### src/rtl/uart_tx_framer.sv
// UART transmit framer: a small word FIFO feeding a start/data/parity/stop
// serializer. The tx, tx_busy and tx_done registers are driven from the
// state the FSM held before each edge. The line therefore trails the FSM
// by one cycle, so a word pushed into an empty idle FIFO first drives tx
// low two edges after it is pushed.
//
// state  | meaning
// -------+-----------------------------------------------------------
// IDLE   | line high; pop the FIFO head as soon as one is queued
// START  | start bit (low) for one bit time
// DATA   | DATA_BITS data bits, LSB first, one bit time each
// PARITY | even/odd parity bit for one bit time (skipped in mode 0)
// STOP   | line high for STOP_BITS bit times; may chain into START
module uart_tx_framer #(
    parameter int DATA_BITS    = 8,
    parameter int CLKS_PER_BIT = 87,
    parameter int PARITY_MODE  = 1,
    parameter int STOP_BITS    = 1,
    parameter int FIFO_DEPTH   = 4
) (
    input  logic                          clk,
    input  logic                          reset,
    input  logic                          in_valid,
    output logic                          in_ready,
    input  logic [DATA_BITS-1:0]          in_data,
    output logic                          tx,
    output logic                          tx_busy,
    output logic                          tx_done,
    output logic [$clog2(FIFO_DEPTH):0]   fifo_count
);

    localparam int AW       = $clog2(FIFO_DEPTH);
    localparam int CW       = AW + 1;
    localparam int BAUD_MAX = STOP_BITS * CLKS_PER_BIT - 1;
    localparam int BW       = $clog2(BAUD_MAX + 1);
    localparam int NW       = $clog2(DATA_BITS);

    // The baud counter covers the longest interval, the whole stop period.
    localparam logic [BW-1:0] BIT_LOAD  = BW'(CLKS_PER_BIT - 1);
    localparam logic [BW-1:0] STOP_LOAD = BW'(BAUD_MAX);
    localparam logic [NW-1:0] LAST_BIT  = NW'(DATA_BITS - 1);
    localparam logic [CW-1:0] FULL      = CW'(FIFO_DEPTH);
    localparam logic          PAR_INV   = (PARITY_MODE == 2);
    localparam logic          HAS_PAR   = (PARITY_MODE != 0);

    typedef enum logic [2:0] {
        IDLE   = 3'd0,
        START  = 3'd1,
        DATA   = 3'd2,
        PARITY = 3'd3,
        STOP   = 3'd4
    } state_t;

    logic [DATA_BITS-1:0] mem [FIFO_DEPTH];
    logic [AW-1:0]        wr_ptr;
    logic [AW-1:0]        rd_ptr;
    logic [CW-1:0]        count;
    logic [DATA_BITS-1:0] head;
    logic                 push;
    logic                 pop;

    state_t               state;
    state_t               state_next;
    logic [BW-1:0]        baud_cnt;
    logic [BW-1:0]        baud_next;
    logic [NW-1:0]        bit_cnt;
    logic [NW-1:0]        bit_next;
    logic [DATA_BITS-1:0] shift_reg;
    logic [DATA_BITS-1:0] shift_next;
    logic                 par_bit;
    logic                 par_next;
    logic                 tx_next;
    logic                 busy_next;
    logic                 done_next;
    logic                 baud_tc;

    assign in_ready   = reset && (count != FULL);
    assign push       = in_valid && in_ready;
    assign head       = mem[rd_ptr];
    assign baud_tc    = (baud_cnt == '0);
    assign fifo_count = count;

    // FIFO storage; a full FIFO never accepts, so nothing is overwritten.
    always_ff @(posedge clk) begin
        if (push) begin
            mem[wr_ptr] <= in_data;
        end
    end

    // FIFO pointers and occupancy; push and pop in one cycle cancel out.
    always_ff @(posedge clk) begin
        if (!reset) begin
            wr_ptr <= '0;
            rd_ptr <= '0;
            count  <= '0;
        end else begin
            if (push) begin
                wr_ptr <= wr_ptr + AW'(1);
            end
            if (pop) begin
                rd_ptr <= rd_ptr + AW'(1);
            end
            case ({push, pop})
                2'b10:   count <= count + CW'(1);
                2'b01:   count <= count - CW'(1);
                default: count <= count;
            endcase
        end
    end

    // Next-state, counter and line-level decode for the serializer.
    always_comb begin
        state_next = state;
        baud_next  = baud_cnt;
        bit_next   = bit_cnt;
        shift_next = shift_reg;
        par_next   = par_bit;
        tx_next    = 1'b1;
        busy_next  = 1'b1;
        done_next  = 1'b0;
        pop        = 1'b0;
        case (state)
            IDLE: begin
                busy_next = 1'b0;
                if (count != '0) begin
                    pop        = 1'b1;
                    state_next = START;
                    baud_next  = BIT_LOAD;
                    shift_next = head;
                    par_next   = (^head) ^ PAR_INV;
                end
            end
            START: begin
                tx_next = 1'b0;
                if (baud_tc) begin
                    state_next = DATA;
                    baud_next  = BIT_LOAD;
                    bit_next   = LAST_BIT;
                end else begin
                    baud_next = baud_cnt - BW'(1);
                end
            end
            DATA: begin
                tx_next = shift_reg[0];
                if (baud_tc) begin
                    shift_next = shift_reg >> 1;
                    if (bit_cnt == '0) begin
                        state_next = HAS_PAR ? PARITY : STOP;
                        baud_next  = HAS_PAR ? BIT_LOAD : STOP_LOAD;
                    end else begin
                        bit_next  = bit_cnt - NW'(1);
                        baud_next = BIT_LOAD;
                    end
                end else begin
                    baud_next = baud_cnt - BW'(1);
                end
            end
            PARITY: begin
                tx_next = par_bit;
                if (baud_tc) begin
                    state_next = STOP;
                    baud_next  = STOP_LOAD;
                end else begin
                    baud_next = baud_cnt - BW'(1);
                end
            end
            STOP: begin
                tx_next = 1'b1;
                if (baud_tc) begin
                    done_next = 1'b1;
                    if (count != '0) begin
                        pop        = 1'b1;
                        state_next = START;
                        baud_next  = BIT_LOAD;
                        shift_next = head;
                        par_next   = (^head) ^ PAR_INV;
                    end else begin
                        state_next = IDLE;
                    end
                end else begin
                    baud_next = baud_cnt - BW'(1);
                end
            end
            default: begin
                state_next = IDLE;
                tx_next    = 1'b1;
                busy_next  = 1'b0;
                baud_next  = '0;
                bit_next   = '0;
            end
        endcase
    end

    // State, counters and registered line outputs; reset aborts any frame.
    always_ff @(posedge clk) begin
        if (!reset) begin
            state     <= IDLE;
            baud_cnt  <= '0;
            bit_cnt   <= '0;
            shift_reg <= '0;
            par_bit   <= 1'b0;
            tx        <= 1'b1;
            tx_busy   <= 1'b0;
            tx_done   <= 1'b0;
        end else begin
            state     <= state_next;
            baud_cnt  <= baud_next;
            bit_cnt   <= bit_next;
            shift_reg <= shift_next;
            par_bit   <= par_next;
            tx        <= tx_next;
            tx_busy   <= busy_next;
            tx_done   <= done_next;
        end
    end

endmodule

### config.mk
export PLATFORM = sky130hd
export DESIGN_NAME = uart_tx_framer
export DESIGN_NICKNAME = d
export VERILOG_FILES = /design/src/rtl/uart_tx_framer.sv
export SDC_FILE = /design/constraint.sdc
export NUM_CORES = 1
export LEC_CHECK = 0
export CORE_MARGIN = 5
export CORE_UTILIZATION = 45
export DETAILED_ROUTE_END_ITERATION = 8
export HOLD_SLACK_MARGIN = 0.1
export PLACE_DENSITY_LB_ADDON = 0.08
export SETUP_SLACK_MARGIN = 0.1
export SLEW_MARGIN = 20
export SYNTH_ARGS = -nofsm -noshare
export SYNTH_HDL_FRONTEND = slang
export SYNTH_SLANG_ARGS = --single-unit
### constraint.sdc
create_clock -name clk -period 3 [get_ports clk]
set_clock_uncertainty 0.2 [all_clocks]
set_input_delay 0.6 -clock clk [delete_from_list [all_inputs] [get_ports clk]]
set_output_delay 0.6 -clock clk [all_outputs]
set_load 0.01 [all_outputs]
Word-level counts from Yosys, hierarchy flattened
Memories as Yosys holds them, arrays and structs flattened. A register that Yosys moved wholly into a read port is not among the register bits.
Cells that the tools add are included.
- bitwise operators: 1
- muxes and demuxes: 34
- add/sub/neg operators: 6
- eq/ne operators: 14
- reduce and logical (&&, ||, !) cells: 18
- operator list (operator ; number):
    3-bit two-way mux ; 9
    8-bit two-way mux ; 3
    8-bit case mux with 3 select lines ; 1
    7-bit two-way mux ; 3
    7-bit case mux with 3 select lines ; 1
    3-bit case mux with 5 select lines ; 1
    2-bit != test (second input constant) ; 7
    1-bit two-way mux ; 9
    3-bit case mux with 3 select lines ; 1
    8-bit XOR reduction ; 1
    7-bit logical NOT ; 1
    7-bit by 1-bit subtractor with 7-bit output (second input constant) ; 1
    3-bit by 2-bit == test with 1-bit output (second input constant) ; 2
    3-bit logical NOT ; 2
    3-bit case mux with 2 select lines ; 1
    6-bit AND reduction ; 1
    3-bit nonzero test ; 2
    3-bit OR reduction ; 2
    3-bit by 1-bit subtractor with 3-bit output (second input constant) ; 2
    2-bit by 1-bit adder with 2-bit output (second input constant) ; 2
    2-bit two-way mux ; 2
    1-bit case mux with 2 select lines ; 2
    2-bit AND reduction ; 2
    4-bit AND reduction ; 1
    12 further kinds ; 14
- register bits: 32
- memory bits (writable): 32
- input bits: 11
- output and inout port bits: 7
- logic and storage cells: 85
- memories: 1
- memories (memory ; depth ; width ; read ports ; clocked after Yosys merged registers in ; write ports ; RTL line ; text):
    mem ; 4 ; 8 ; 1 ; 1 ; 1 ; 54 ; logic [DATA_BITS-1:0] mem [FIFO_DEPTH];

Depth between registers and ports, before layout
Gate-level depths: netlist (run 1).
- depth after elaboration: 6
- gate-level depth with buffers: 13
- mapped depth without buffers: 11

Worst setup path before layout (run 1)
No wires, ideal clock.
- path type: flip-flop to flip-flop
- from: register baud_cnt[0]
- to: register count[2], in the netlist fifo_count[2]
- clock period less this slack: 3.029 ns
- setup time: 0.070 ns
- stages on the path, launching flop included: 14
- setup slack: -0.029 ns
- data arrival time: 2.759 ns
- required time: 2.730 ns
- buffers on the path: 2
- path through: dfxtp_1 inv_1 ha_1 or3b_1 buf_6 o21ai_4 and3_1 clkbuf_1 ha_1 inv_1 fa_1 xor2_1 or3_1 a21oi_1
- longest elaborated chain between the ends: 5
- elaborated cells on any way between the ends: 7
- classes of those cells: eq/ne (2); mux (3); reduce/logical (2)
- ends and longest elaborated chain (element ; RTL line ; text):
    start: declaration ; 64 ; logic [BW-1:0] baud_cnt;
    start signal: assignment ; 207 ; baud_cnt <= baud_next;
    7-bit logical NOT (*) ; 80 ; assign baud_tc = (baud_cnt == '0);
    1-bit two-way mux (*) ; 169 ; if (baud_tc) begin
    1-bit case mux with 2 select lines (*) ; 122 ; case (state)
    via pop ; 60 ; logic pop;
    2-bit by 1-bit == test with 1-bit output or 2-bit == test (tied branches) ; 103 ; case ({push, pop})
    3-bit case mux with 2 select lines or 2-bit nonzero test (tied branches) ; -- ;
    end signal: assignment ; 104 ; 2'b10: count <= count + CW'(1);
    end signal: assignment ; 105 ; 2'b01: count <= count - CW'(1);
    end signal: assignment ; 106 ; default: count <= count;
    end: declaration ; 57 ; logic [CW-1:0] count;
Mark *: on every way through the listed nets, which the timed path passes. The rest lies on a longest branch.
A chain may end at the register's enable or synchronous reset.

Worst setup path in the final report (run 1)
- from: input port reset
- to: output port in_ready
- longest elaborated chain between the ends: 1
- ends and longest elaborated chain (element ; RTL line ; text):
    start: declaration ; 22 ; input logic reset,
    1-bit logical AND ; 77 ; assign in_ready = reset && (count != FULL);
    end: declaration ; 24 ; output logic in_ready,
No other way between the ends.

==> results.cfg, run 1 <==
[outcome]
outcome = completed

[placement]
replace_congestion = 0.804
dp.final_hpwl_mm = 3.97
port-buffer-count = 17
pre_cts_slack_ns = 0.137

[timing]
setup-violations-final = 0
final.setup.tns_ns = 0
rsz0062_at_grt = false
timing.fmax_mhz = 364
report.final.hold_viol_count = 0
layout_setup_ws_ns = 0.256
final_min_period_ns = 2.74
max_slew_margin = 0.605
drv_slew = 0
timing_worst_slew_pin_value_ns = 0.592
hold_ws_ns = 0.277
final.period_utilization = 0.915

[finish]
final_layout_size_suffix_gt1_frac = 0.173
register_area_sq_um = 1640
final_core_util = 0.537
num_antenna_cells = 0
fillCellCount = 616
fin_nets = 321
layout_common_cells = 33 x sky130_fd_sc_hd__dfxtp_1, 32 x sky130_fd_sc_hd__edfxtp_1, 19 x sky130_fd_sc_hd__a21oi_1
largest_register_ff_count = 32
leading_cell_type_in_the_layout_fill_and_taps_excluded = sky130_fd_sc_hd__dfxtp_1
area_growth_syn_to_layout_pct = 17.3
multi_input_area_sq_um = 1370

[synthesis]
synthCells = 274
synth_seq_area_share = 0.531
ys_ff_latch = 66
synth_top_flop_cell = sky130_fd_sc_hd__dfxtp_1
syn-mean-instance-area_sq_um = 11.3
yosysWarnings = 0
synth-edff-count = 32
number_of_distinct_library_cell_variants_in_the_gate_level_netlist_after_synthesis = 50
mappedNetlistArea_sq_um = 3090
synth_fp_nets = 294
synth_async_sr_flop_share = 0

[route]
first_pass_iters = 4
routed_wl_mm = 6.00
vias = 2096
routed_wire_length_per_instance_microns = 15.5
detailedRoute.firstIterationViolations = 103
vias_per_cell = 5.43
ant_nets = 0
drc_errors = 0

[clocking]
cts.reportedPaths.clkPinSlew_ns = 0.06
tritoncts_clock_tree = built
clock_tree.root_cell = sky130_fd_sc_hd__clkbuf_8
cts-buffers-inserted = 9
post_cts.repair.setup_buffers = 0
clock_tree.buffer_depth = 2
cts-htree-levels = 3
worst_skew_pair.late_latency_ns = 0.33
clock_sink_count = 66

[grt]
grtUsageMet1 = 0.196
grt_usage = 0.153
grt_most_used_layer = met2
grt_first_pass_wirelength_mm = 10.1
grt_max_degree = 32
grt_use_met2 = 0.242
first_global_vias = 2064
antenna_found_initial = 0
use_met3 = 0.0431
globalRouteOverflowTotal = 0

[critical_path]
critical_path.startpoint_type = input port
worstSetupPathType = in -> out
data_arrival_time_of_the_worst_path_ns = 1.94
timing.critical_path.cells = clkdlybuf4s50_1, clkinv_1, a31oi_2, clkdlybuf4s50_1
worst-path-max-fanout = 3
reg2reg_slack_ns = 0.27
critical_path_required_ns = 2.20
worstRegToRegCells = 11
buffers_and_inverters_on_the_worst_path = 3
timing.critical_path.slowest_stage_cell = sky130_fd_sc_hd__clkdlybuf4s50_1
cp_num_cells = 4
critical-path-top-delay-family = buffers and inverters
path_common_cell = sky130_fd_sc_hd__clkdlybuf4s50_1
crit_path_max_incr_delay_ns = 0.57
critical_path.endpoint_type = primary output

[worst_hold_path]
timing.hold.worst.class = reg -> reg
cell_count_of_the_worst_hold_path = 2

[pwr]
pwr-share-clk = 0.197
total_leakage_power_nw = 1.26
powerDensity_nw_per_um2 = 1000
netSwitchingPower_mw = 1.34
power_report.internal_total_mw = 2.29
sequentialPowerShare = 0.353
peakVddDrop_uv = 408
power_switching_share = 0.370
power_frac_comb = 0.449

[floorplan]
die_width_microns = 92.9
num_rows = 30
design.core.area_sq_um = 6760
die-height_microns = 92.9
io_pins = 18
starting_density = 0.458
die-area_sq_um = 8630

[run]
max_cap_viol_count = 0
-- area by class of cell --
type,instances,share of cell area
inverter,12,0.0124
clock inverter,6,0.0159
sequential,66,0.453
timing repair buffer,32,0.0780
tap,80,0.0276
clock buffer,10,0.0352
multi-input combinational,180,0.378
-- path summary, 6_finish.rpt --
path	start	endpoint
worst min-delay path	shift_reg[6]	shift_reg[6]
worst max register to register	baud_cnt[0]	fifo_count[2]
worst min register to register	shift_reg[6]	shift_reg[6]
worst max-delay path	reset	in_ready
-- per-stage QoR --
step                      instance area, sq um  total power [mW]  cells
after floorplan                           3120              2.50    274
after global placement                    3430              2.90    370
after detailed placement                  3430              2.91    370
after CTS                                 3610              3.64    386
after global routing                      3630              3.92    386
final                                     3630              3.63    386
-- metal layers --
| metal | share of wire | routed length [microns] |
|---|---|---|
| met3 | 0.028 | 167 |
| met2 | 0.48 | 2900 |
| met1 | 0.47 | 2830 |
| met4 | 0.017 | 99 |
| met5 | 0 | 0 |
-- worst min-delay path, cell delays in order (launching register included) --
cell                      delay [ns]
sky130_fd_sc_hd__dfxtp_1        0.31
sky130_fd_sc_hd__o21ai_0        0.06
sky130_fd_sc_hd__a21oi_1        0.06
-- cell usage after synthesis, types with 7 or more instances --
| cell | count | area [sq um] |
|---|---|---|
| sky130_fd_sc_hd__edfxtp_1 | 32 | 961 |
| sky130_fd_sc_hd__and3_1 | 7 | 43.8 |
| sky130_fd_sc_hd__dfxtp_1 | 34 | 681 |
| sky130_fd_sc_hd__inv_1 | 11 | 41.3 |
| sky130_fd_sc_hd__nor3_1 | 9 | 45.0 |
| sky130_fd_sc_hd__o21ai_0 | 15 | 75.1 |
| sky130_fd_sc_hd__or3_1 | 11 | 68.8 |
| sky130_fd_sc_hd__mux4_2 | 8 | 180 |
| sky130_fd_sc_hd__nor2_1 | 17 | 63.8 |
| sky130_fd_sc_hd__mux2i_1 | 7 | 70.1 |
| sky130_fd_sc_hd__a21oi_1 | 19 | 95.1 |
| sky130_fd_sc_hd__nand2_1 | 15 | 56.3 |
| sky130_fd_sc_hd__ha_1 | 8 | 100 |
| sky130_fd_sc_hd__clkbuf_1 | 8 | 30.0 |
| sky130_fd_sc_hd__xnor2_1 | 12 | 105 |
-- power by group through the flow --
| stage | logic (mW) | clock network, mW | registers [mW] |
|---|---|---|---|
| CTS | 1.62 | 0.732 | 1.28 |
| global placement | 1.61 | 0 | 1.30 |
| global route | 1.82 | 0.780 | 1.31 |
| finish | 1.63 | 0.717 | 1.28 |
| floorplan | 1.26 | 0 | 1.24 |
| detailed placement | 1.61 | 0 | 1.30 |
-- what timing repair did --
action,CTS,global route
gates resized for setup,0,4
setup endpoints to repair,0,2
hold buffers,0,0
-- cells by family after synthesis --
logic type,after synthesis,synth area share
compound gates,57,0.114
xor+xnor,16,0.0453
fa+ha+maj,9,0.0388
buf+inv,28,0.0384
flops,66,0.531
mux,16,0.0858
simple gates,82,0.146
No activity file was read; power rests on OpenSTA's default activity.
==> inputs of run 2 (changes only) <==
- SLEW_MARGIN: 20 -> 25
==> results of run 2 <==
The final DEF is identical to that of run 1; final timing and power are the same.
==> inputs of run 3 (changes only) <==
- CORE_MARGIN: 5 -> 2
- CORE_UTILIZATION: 45 -> 40
==> run 3 against run 2 <==
Compared with the run above: largest cell class unchanged; critical path type unchanged; register-to-register slack is essentially flat; critical path depth is the same; non-clock buffer count is the same.
==> results.cfg, run 3 (synthesis results as in run 1) <==
[outcome]
outcome = completed

[timing]
hold_ws_ns = 0.274
final.period_utilization = 0.936
max_slew_margin = 0.609
final_min_period_ns = 2.81
report.final.hold_viol_count = 0
timing_worst_slew_pin_value_ns = 0.587
final.setup.tns_ns = 0
setup-violations-final = 0
drv_slew = 0
layout_setup_ws_ns = 0.193
rsz0062_at_grt = true
timing.fmax_mhz = 356

[critical_path]
worst-path-max-fanout = 3
r2r_end = fifo_count[2]
timing.critical_path.slowest_stage_cell = sky130_fd_sc_hd__clkdlybuf4s50_1
r2r-start = baud_cnt[0]
data_arrival_time_of_the_worst_path_ns = 2.01
critical_path_endpoint = in_ready
worstRegToRegCells = 11
path_common_cell = sky130_fd_sc_hd__clkdlybuf4s50_1
worstSetupPathType = in -> out
timing.critical_path.cells = clkdlybuf4s50_1, clkinv_1, a31oi_2, clkdlybuf4s50_1
critical-path-top-delay-family = buffers and inverters
buffers_and_inverters_on_the_worst_path = 3
critical_path.endpoint_type = primary output
crit_path_max_incr_delay_ns = 0.58
cp-startpoint = reset
critical_path_required_ns = 2.20
critical_path.startpoint_type = input port
cp_num_cells = 4
reg2reg_slack_ns = 0.27

[floorplan]
io_pins = 18
die_width_microns = 91.9
num_rows = 32
starting_density = 0.407
die-area_sq_um = 8450
design.core.area_sq_um = 7610
die-height_microns = 91.9

[finish]
multi_input_area_sq_um = 1370
leading_cell_type_in_the_layout_fill_and_taps_excluded = sky130_fd_sc_hd__dfxtp_1
largest_register_ff_count = 32
register_area_sq_um = 1640
stdcell_area_sq_um = 3700
final_core_util = 0.486
post_layout_nonfiller_instances = 408
fillCellCount = 719
fin_nets = 321
area_growth_syn_to_layout_pct = 19.5
final_layout_size_suffix_gt1_frac = 0.180
layout_common_cells = 33 x sky130_fd_sc_hd__dfxtp_1, 32 x sky130_fd_sc_hd__edfxtp_1, 19 x sky130_fd_sc_hd__a21oi_1
num_antenna_cells = 0

[pwr]
powerDensity_nw_per_um2 = 1020
report.power.total_mw = 3.77
total_leakage_power_nw = 1.28
peakVddDrop_uv = 341

[clocking]
tritoncts_clock_tree = built
post_cts_resized = 0
post_cts.repair.setup_buffers = 0
cts-htree-levels = 3
cts-buffers-inserted = 9
worst_skew_pair.late_latency_ns = 0.34
cts.reportedPaths.clkPinSlew_ns = 0.07
clock_tree.root_cell = sky130_fd_sc_hd__clkbuf_8
hold_buffers = 0
clock_sink_count = 66
clock_tree.buffer_depth = 2

[worst_hold_path]
timing.hold.worst.class = reg -> reg
cell_count_of_the_worst_hold_path = 2

[route]
routed_wl_mm = 6.17
first_pass_iters = 4
routed_wire_length_per_instance_microns = 15.1
ant_nets = 0
vias = 2142
drc_errors = 0
detailedRoute.firstIterationViolations = 92
vias_per_cell = 5.25

[grt]
grt_first_pass_wirelength_mm = 10.6
first_global_vias = 2144
antenna_found_initial = 0
grt_usage = 0.161
globalRouteOverflowTotal = 0
grt_max_degree = 32

[placement]
placed_cells_incl_taps = 392
place_area_sq_um = 3450
pre_cts_slack_ns = 0.107
replace_congestion = 0.804
port-buffer-count = 17
dp.final_hpwl_mm = 4.19

[run]
max_cap_viol_count = 0
run 3: how the worst min path moves through the flow:
stage                       startpoint      endpoint  slack [ns]
after floorplan           shift_reg[1]  shift_reg[1]        0.25
after global placement    shift_reg[6]  shift_reg[6]        0.26
after detailed placement  shift_reg[6]  shift_reg[6]        0.27
after CTS                 shift_reg[6]  shift_reg[6]        0.28
after global routing      shift_reg[6]  shift_reg[6]        0.29
final                     shift_reg[6]  shift_reg[6]        0.27
run 3: layout make-up:
cell class,instances,share of cell area
tap,102,0.0345
clock inverter,7,0.0278
sequential,66,0.444
timing repair buffer,32,0.0765
inverter,12,0.0122
clock buffer,9,0.0335
multi-input combinational,180,0.371
run 3: power by group:
part | internal (mW) | switching [mW] | leakage [nW] | total (mW)
logic | 0.789 | 0.866 | 0.597 | 1.66
clock network | 0.474 | 0.357 | 0.110 | 0.831
registers | 1.12 | 0.162 | 0.570 | 1.28
total | 2.38 | 1.39 | 1.28 | 3.77
run 3: routing by layer:
metal  GRT usage  vias to the layer above  wire length (microns)
met2       0.250                       33                   2940
met1       0.211                     1037                   2920
met4      0.0572                        0                     94
met3      0.0534                        8                    218
met5           0                        -                      0
li1            -                     1064                      -
run 3: tightest hold or removal path: cells and delay by family, from the launching register on:
kind            cells  cell delay [ns]
flops               1             0.31
compound gates      2             0.13
